[config.mk]
export PLATFORM = sky130hd
export DESIGN_NAME = alu_seq_unit
export DESIGN_NICKNAME = d
export VERILOG_FILES = /design/src/rtl/alu_seq_unit.sv
export SDC_FILE = /design/constraint.sdc
export NUM_CORES = 1
export LEC_CHECK = 0
export ABC_AREA = 0
export CAP_MARGIN = 15
export CORE_UTILIZATION = 60
export DETAILED_ROUTE_END_ITERATION = 8
export PLACE_DENSITY = 0.85
export REMOVE_ABC_BUFFERS = 1
export SLEW_MARGIN = 20
export SYNTH_ARGS = -nofsm -noshare
export SYNTH_HDL_FRONTEND = slang
export SYNTH_SLANG_ARGS = --single-unit
[constraint.sdc]
create_clock -name clk -period 4.81 [get_ports clk]
set_input_delay 0.962 -clock clk [delete_from_list [all_inputs] [get_ports clk]]
set_output_delay 0.962 -clock clk [all_outputs]
set_load 0.01 [all_outputs]
[src/rtl/alu_seq_unit.sv]
// Sequential ALU: single-step add/sub, WIDTH-cycle shift-add multiply and restoring divide.
// Results and flags are registered and change only when an operation completes.
module alu_seq_unit #(
   parameter int WIDTH = 32
) (
   input  logic             clk,
   input  logic             rst_n,
   input  logic             start,
   input  logic [1:0]       ALUOp,
   input  logic [1:0]       op,
   input  logic [WIDTH-1:0] a,
   input  logic [WIDTH-1:0] b,
   output logic             ready,
   output logic             done,
   output logic [WIDTH-1:0] result,
   output logic [WIDTH-1:0] result_hi,
   output logic [3:0]       flags
);

   localparam int CW = $clog2(WIDTH + 1);

   typedef enum logic [1:0] {S_IDLE, S_MUL, S_DIV, S_DONE} state_t;

   state_t           state_q;
   logic [CW-1:0]    cnt_q;
   logic [WIDTH-1:0] res_q, res_hi_q;
   logic [3:0]       flags_q;
   logic [WIDTH-1:0] work_hi_q, work_lo_q, opb_q;
   logic [WIDTH-1:0] work_hi_d, work_lo_d;
   logic [1:0]       kind;
   logic             accept;
   logic [WIDTH:0]   add_full, msum, rshift;
   logic [WIDTH-1:0] sub_res, rdiff;

   function automatic logic [3:0] make_flags(input logic dz, input logic carry,
                                             input logic [WIDTH-1:0] r);
      return {dz, carry, r[WIDTH-1], (r == '0)};
   endfunction

   assign ready     = (state_q == S_IDLE) || (state_q == S_DONE);
   assign done      = (state_q == S_DONE);
   assign accept    = start && ready;
   // kind encoding matches op: 00 add, 01 sub, 10 mul, 11 div
   assign kind      = (ALUOp == 2'b10) ? op : {1'b0, (ALUOp == 2'b01)};
   assign add_full  = {1'b0, a} + {1'b0, b};
   assign sub_res   = a - b;
   assign result    = res_q;
   assign result_hi = res_hi_q;
   assign flags     = flags_q;

   // One iteration step: work_hi is the partial product / remainder, work_lo the multiplier / quotient.
   always_comb begin
      work_hi_d = work_hi_q;
      work_lo_d = work_lo_q;
      msum      = {1'b0, work_hi_q} + (work_lo_q[0] ? {1'b0, opb_q} : '0);
      rshift    = {work_hi_q, work_lo_q[WIDTH-1]};
      rdiff     = rshift[WIDTH-1:0] - opb_q;
      if (state_q == S_MUL) begin
         {work_hi_d, work_lo_d} = {msum, work_lo_q[WIDTH-1:1]};
      end else if (rshift >= {1'b0, opb_q}) begin
         work_hi_d = rdiff;
         work_lo_d = {work_lo_q[WIDTH-2:0], 1'b1};
      end else begin
         work_hi_d = rshift[WIDTH-1:0];
         work_lo_d = {work_lo_q[WIDTH-2:0], 1'b0};
      end
   end

   always_ff @(posedge clk) begin
      if (accept) begin
         work_hi_q <= '0;
         work_lo_q <= a;
         opb_q     <= b;
      end else if (state_q == S_MUL || state_q == S_DIV) begin
         work_hi_q <= work_hi_d;
         work_lo_q <= work_lo_d;
      end
   end

   always_ff @(posedge clk or negedge rst_n) begin
      if (!rst_n) begin
         state_q  <= S_IDLE;
         cnt_q    <= '0;
         res_q    <= '0;
         res_hi_q <= '0;
         flags_q  <= '0;
      end else if (accept) begin
         cnt_q <= CW'(WIDTH);
         case (kind)
            2'b00: begin
               res_q    <= add_full[WIDTH-1:0];
               res_hi_q <= '0;
               flags_q  <= make_flags(1'b0, add_full[WIDTH], add_full[WIDTH-1:0]);
               state_q  <= S_DONE;
            end
            2'b01: begin
               res_q    <= sub_res;
               res_hi_q <= '0;
               flags_q  <= make_flags(1'b0, (a >= b), sub_res);
               state_q  <= S_DONE;
            end
            2'b10: state_q <= S_MUL;
            default: begin
               if (b == '0) begin
                  res_q    <= '1;
                  res_hi_q <= a;
                  flags_q  <= make_flags(1'b1, 1'b0, '1);
                  state_q  <= S_DONE;
               end else begin
                  state_q <= S_DIV;
               end
            end
         endcase
      end else begin
         case (state_q)
            S_MUL, S_DIV: begin
               cnt_q <= cnt_q - CW'(1);
               if (cnt_q == CW'(1)) begin
                  res_q    <= work_lo_d;
                  res_hi_q <= work_hi_d;
                  flags_q  <= make_flags(1'b0, (state_q == S_MUL) && (work_hi_d != '0), work_lo_d);
                  state_q  <= S_DONE;
               end
            end
            S_DONE:  state_q <= S_IDLE;
            default: state_q <= S_IDLE;
         endcase
      end
   end

endmodule

==> metrics.md <==
| Metric | Value |
|---|---|
| Number of cells on the critical path | 15 |
| Clk_lat worst skew | 460 ps |
| Final hold violation count | 0 |
| HPWL after DPL | 50.6 mm |
| Synthesis-to-finish area growth | 17.2% |
| Largest area contributor in the netlist | edfxtp_1 |
| Sequential power share | 20.5% |
| Final setup fails | 0 |
| CP bufs+invs | 2 |
| Final Cycle Share | 92.3% |
| Data arrival time of the worst path | 4770 ps |
| Cell Area, Synth | 17000 sq um |
| MaxCap Viol Count | 0 |
| Final wirelength | 66.2 mm |
| Buffer count from post-CTS setup fixing | 0 |
| Critical-path top delay cell | edfxtp_1 |
| Post-synth cell types | approximately 120 |
| Total gr overflow | 0 |
| Endpoint class of the critical path | register |
| Sw Ratio | 51.7% |
| Hold Path Class | register to register |
| Post-Syn Instances | 2128 |
| Status | finished clean |
| Placeable Area | 27800 sq um |
| Static Leak | ~8.3 nW |
| Fmax achieved | about 230 MHz |
| Largest net degree at the start of global routing | 91 |
| Filler cells | 2220 |
| Commonest cells after routing, fill and taps aside | nand2_1, a21oi_1, nor2_1 |
| Fin area | 19900 sq um |
| Pwr dens | 715 nW/um^2 |
| Via count | 18500 |
| Hold Startpoint | result[12] |
| Synth top area cells | edfxtp_1, dfrtp_1, ha_1, nand2_1, a21oi_1 |
| CP max FO | 26 |
| Initial core utilization | 61.1% |
| Hold Buf Count CTS | 0 |
| Reg2reg start | work_lo_q[0] |
| Avg Cell Area, Syn | about 8.0 sq um |
| DR vias/cell | 6.89 |
| Min cycle time layout | about 4400 ps |
| FF-to-FF path depth | 15 |
| Register area share after synthesis | 26.1% |
| # resized after CTS | 0 |
| Slew headroom | between 30% and 40% |
| Initial antenna violation count | 0 |
| P_sw | around 0.0074 W |
| Slew Limit Fails | 0 |
| Ant diodes | 0 |
| Cells along the critical path | buf_4, and2_1, ha_1, nand4_1, or3_1, o31a_1, a31oi_2, a21oi_1, o31ai_1, mux2_2, a21boi_0, nand4_1, nor4_1, buf_4, a21oi_1 |
| Hold depth | 2 |
| Port bufs | 140 |
| Std-Cell Rows | 61 |
| DRT iter0 DRCs | between 2000 and 3000 |
| R2R Setup Slk | around 370 ps |
| Comb pwr share | 69.0% |
| Number of synthesized flops with an enable pin | between 60 and 70 |
| Gr usage total | 45.5% |
| Die area | 29000 sq um |
| WHS Endpoint | result[12] |
| Vias in the first global route | 17600 |
| Maximum VDD drop | 0.578 mV |
| Critical Path Source Type | register |
| IO Pins | 141 |
| Post-synth top area share | 11.3% |
| Layout cell share with drive strength beyond 1 | 10.5% |
| FF+latch count, synth | 171 |
| Clock skew | 15.2 ps |
| Util after Layout | 71.7% |
| Most common cell after layout, fill and taps aside | nand2_1 |
| CTS Buffer Depth | 2 |
| Die Y | 170 microns |
| Fraction of registers with async set/reset | 43.9% |
| Crit path kind | register to register |
| Fin nets | 2500 |
| Crit Reg-Reg Endpoint | flags[2] |
| CTS H-tree depth | 4 |
| Die Wd | 170 microns |
| Max incr delay on CP | 460 ps |
| WL/cell | approximately 25 microns |
| Clock Sink Count | approximately 170 |
| Delay-heaviest family, CP | compound AO/OA/AOI/OAI gates |
| CTS tree | built |
| Placed inst area | between 15000 and 20000 sq um |
| Slew @ Worst Pin | 1030 ps |
| RSZ-0062 raised after global routing | no |
| Worst EP required | ~5100 ps |
| Gpl congestion | 1.08 |
| First-pass GRT wire length | 100 mm |
| Pint | 0.00687 W |
| Clock transition at path regs | roughly 70 ps |
| CTS Buf Count | 17 |
| Clock power frac | 10.4% |
| YS warnings | 0 |
| Root Buffer | clkbuf_16 |
| Final ANT Viol Nets | 0 |
| DRC violations left | 0 |
| Top FF cell, synth | dfrtp_1 |
| Drt pass-1 iters | 6 |
-- Yosys cell counts, types with 18 or more instances --
cell	instances
inv_1	110
nor2_1	158
nor4_1	26
a21oi_1	160
nor3_1	35
a21o_1	43
edfxtp_1	64
nand4_1	36
o21ai_0	148
a31oi_1	32
o211ai_1	25
dfxtp_1	32
mux2i_1	40
nand2b_1	25
xnor2_1	74
a211oi_1	25
xor2_1	20
ha_1	132
nor2b_1	18
nand3_1	54
nand2_1	230
and2_1	43
clkbuf_1	79
dfrtp_1	75
buf_2	22
o21a_1	52
-- power by group through the flow --
| stage | combinational, W | sequential (W) | clock [W] |
|---|---|---|---|
| after detailed placement | 0.00936 | 0.00290 | 0 |
| final | 0.00982 | 0.00292 | 0.00148 |
| after floorplan | 0.00597 | 0.00286 | 0 |
| after CTS | 0.00949 | 0.00288 | 0.00146 |
| after global routing | 0.0104 | 0.00296 | 0.00152 |
| after global placement | 0.00911 | 0.00288 | 0 |
-- cell families after synthesis --
family          synth area share (%)
compound gates                  29.7
simple gates                    20.4
buf+inv                         6.09
flops                           26.1
fa+ha+maj                       10.2
xor+xnor                        4.85
mux                             2.62
-- routing by layer --
metal	track usage, %	share of wire [%]
met3	9.86	12
met5	0	0
met4	24.2	5.7
met1	59.5	38
met2	70.2	44
-- cell type report --
| cell class | count | area, sq um | share of cell area (%) |
|---|---|---|---|
| Multi-Input combinational cell | 1710 | 11500 | 58.0 |
| Sequential cell | 171 | 4440 | 22.3 |
| Timing Repair Buffer | 275 | 2420 | 12.1 |
| Tap cell | 378 | 473 | 2.38 |
| Clock buffer | 20 | 457 | 2.29 |
| Inverter | 118 | 444 | 2.23 |
| Clock inverter | 12 | 134 | 0.673 |
-- worst reg2reg max path, delay by kind of cell (launching register included) --
family	cells	cell delay (ps)
AOI/OAI and AO/OA	6	1360
and+or+nand+nor	5	1240
DFF	1	460
adders and majority gates	1	460
buffers and inverters	2	410
muxes	1	400
-- how the worst max path moves through the flow --
stage | from | end | slack [ps]
6_report | work_lo_q[0] | flags[2] | 370
5_1_grt | work_lo_q[0] | flags[2] | 70
4_1_cts | work_lo_q[0] | flags[2] | 320
3_5_place_dp | b[0] | flags[0] | -10
3_3_place_gp | b[21] | flags[0] | 90
2_1_floorplan | state_q[0] | flags[0] | -1790
-- sequential cells by signal, indices dropped and copies added, names as in the netlist --
signal	flops
opb_q	32
result_hi	32
work_hi_q	32
work_lo_q	32
result	31
cnt_q	6
flags	4
state_q	2
-- stage by stage --
step	hold slack, ps	setup WS [ps]	total power, W	instances	TNS, ps
2_1_floorplan	470	-1790	0.00882	1999	-83800
3_3_place_gp	453	93.0	0.0120	2652	0
3_5_place_dp	467	-11.6	0.0123	2652	-11.6
4_1_cts	483	319	0.0138	2684	0
5_1_grt	506	71.6	0.0149	2684	0
6_report	481	368	0.0142	2684	0
Power figures use the tool's default switching activity.
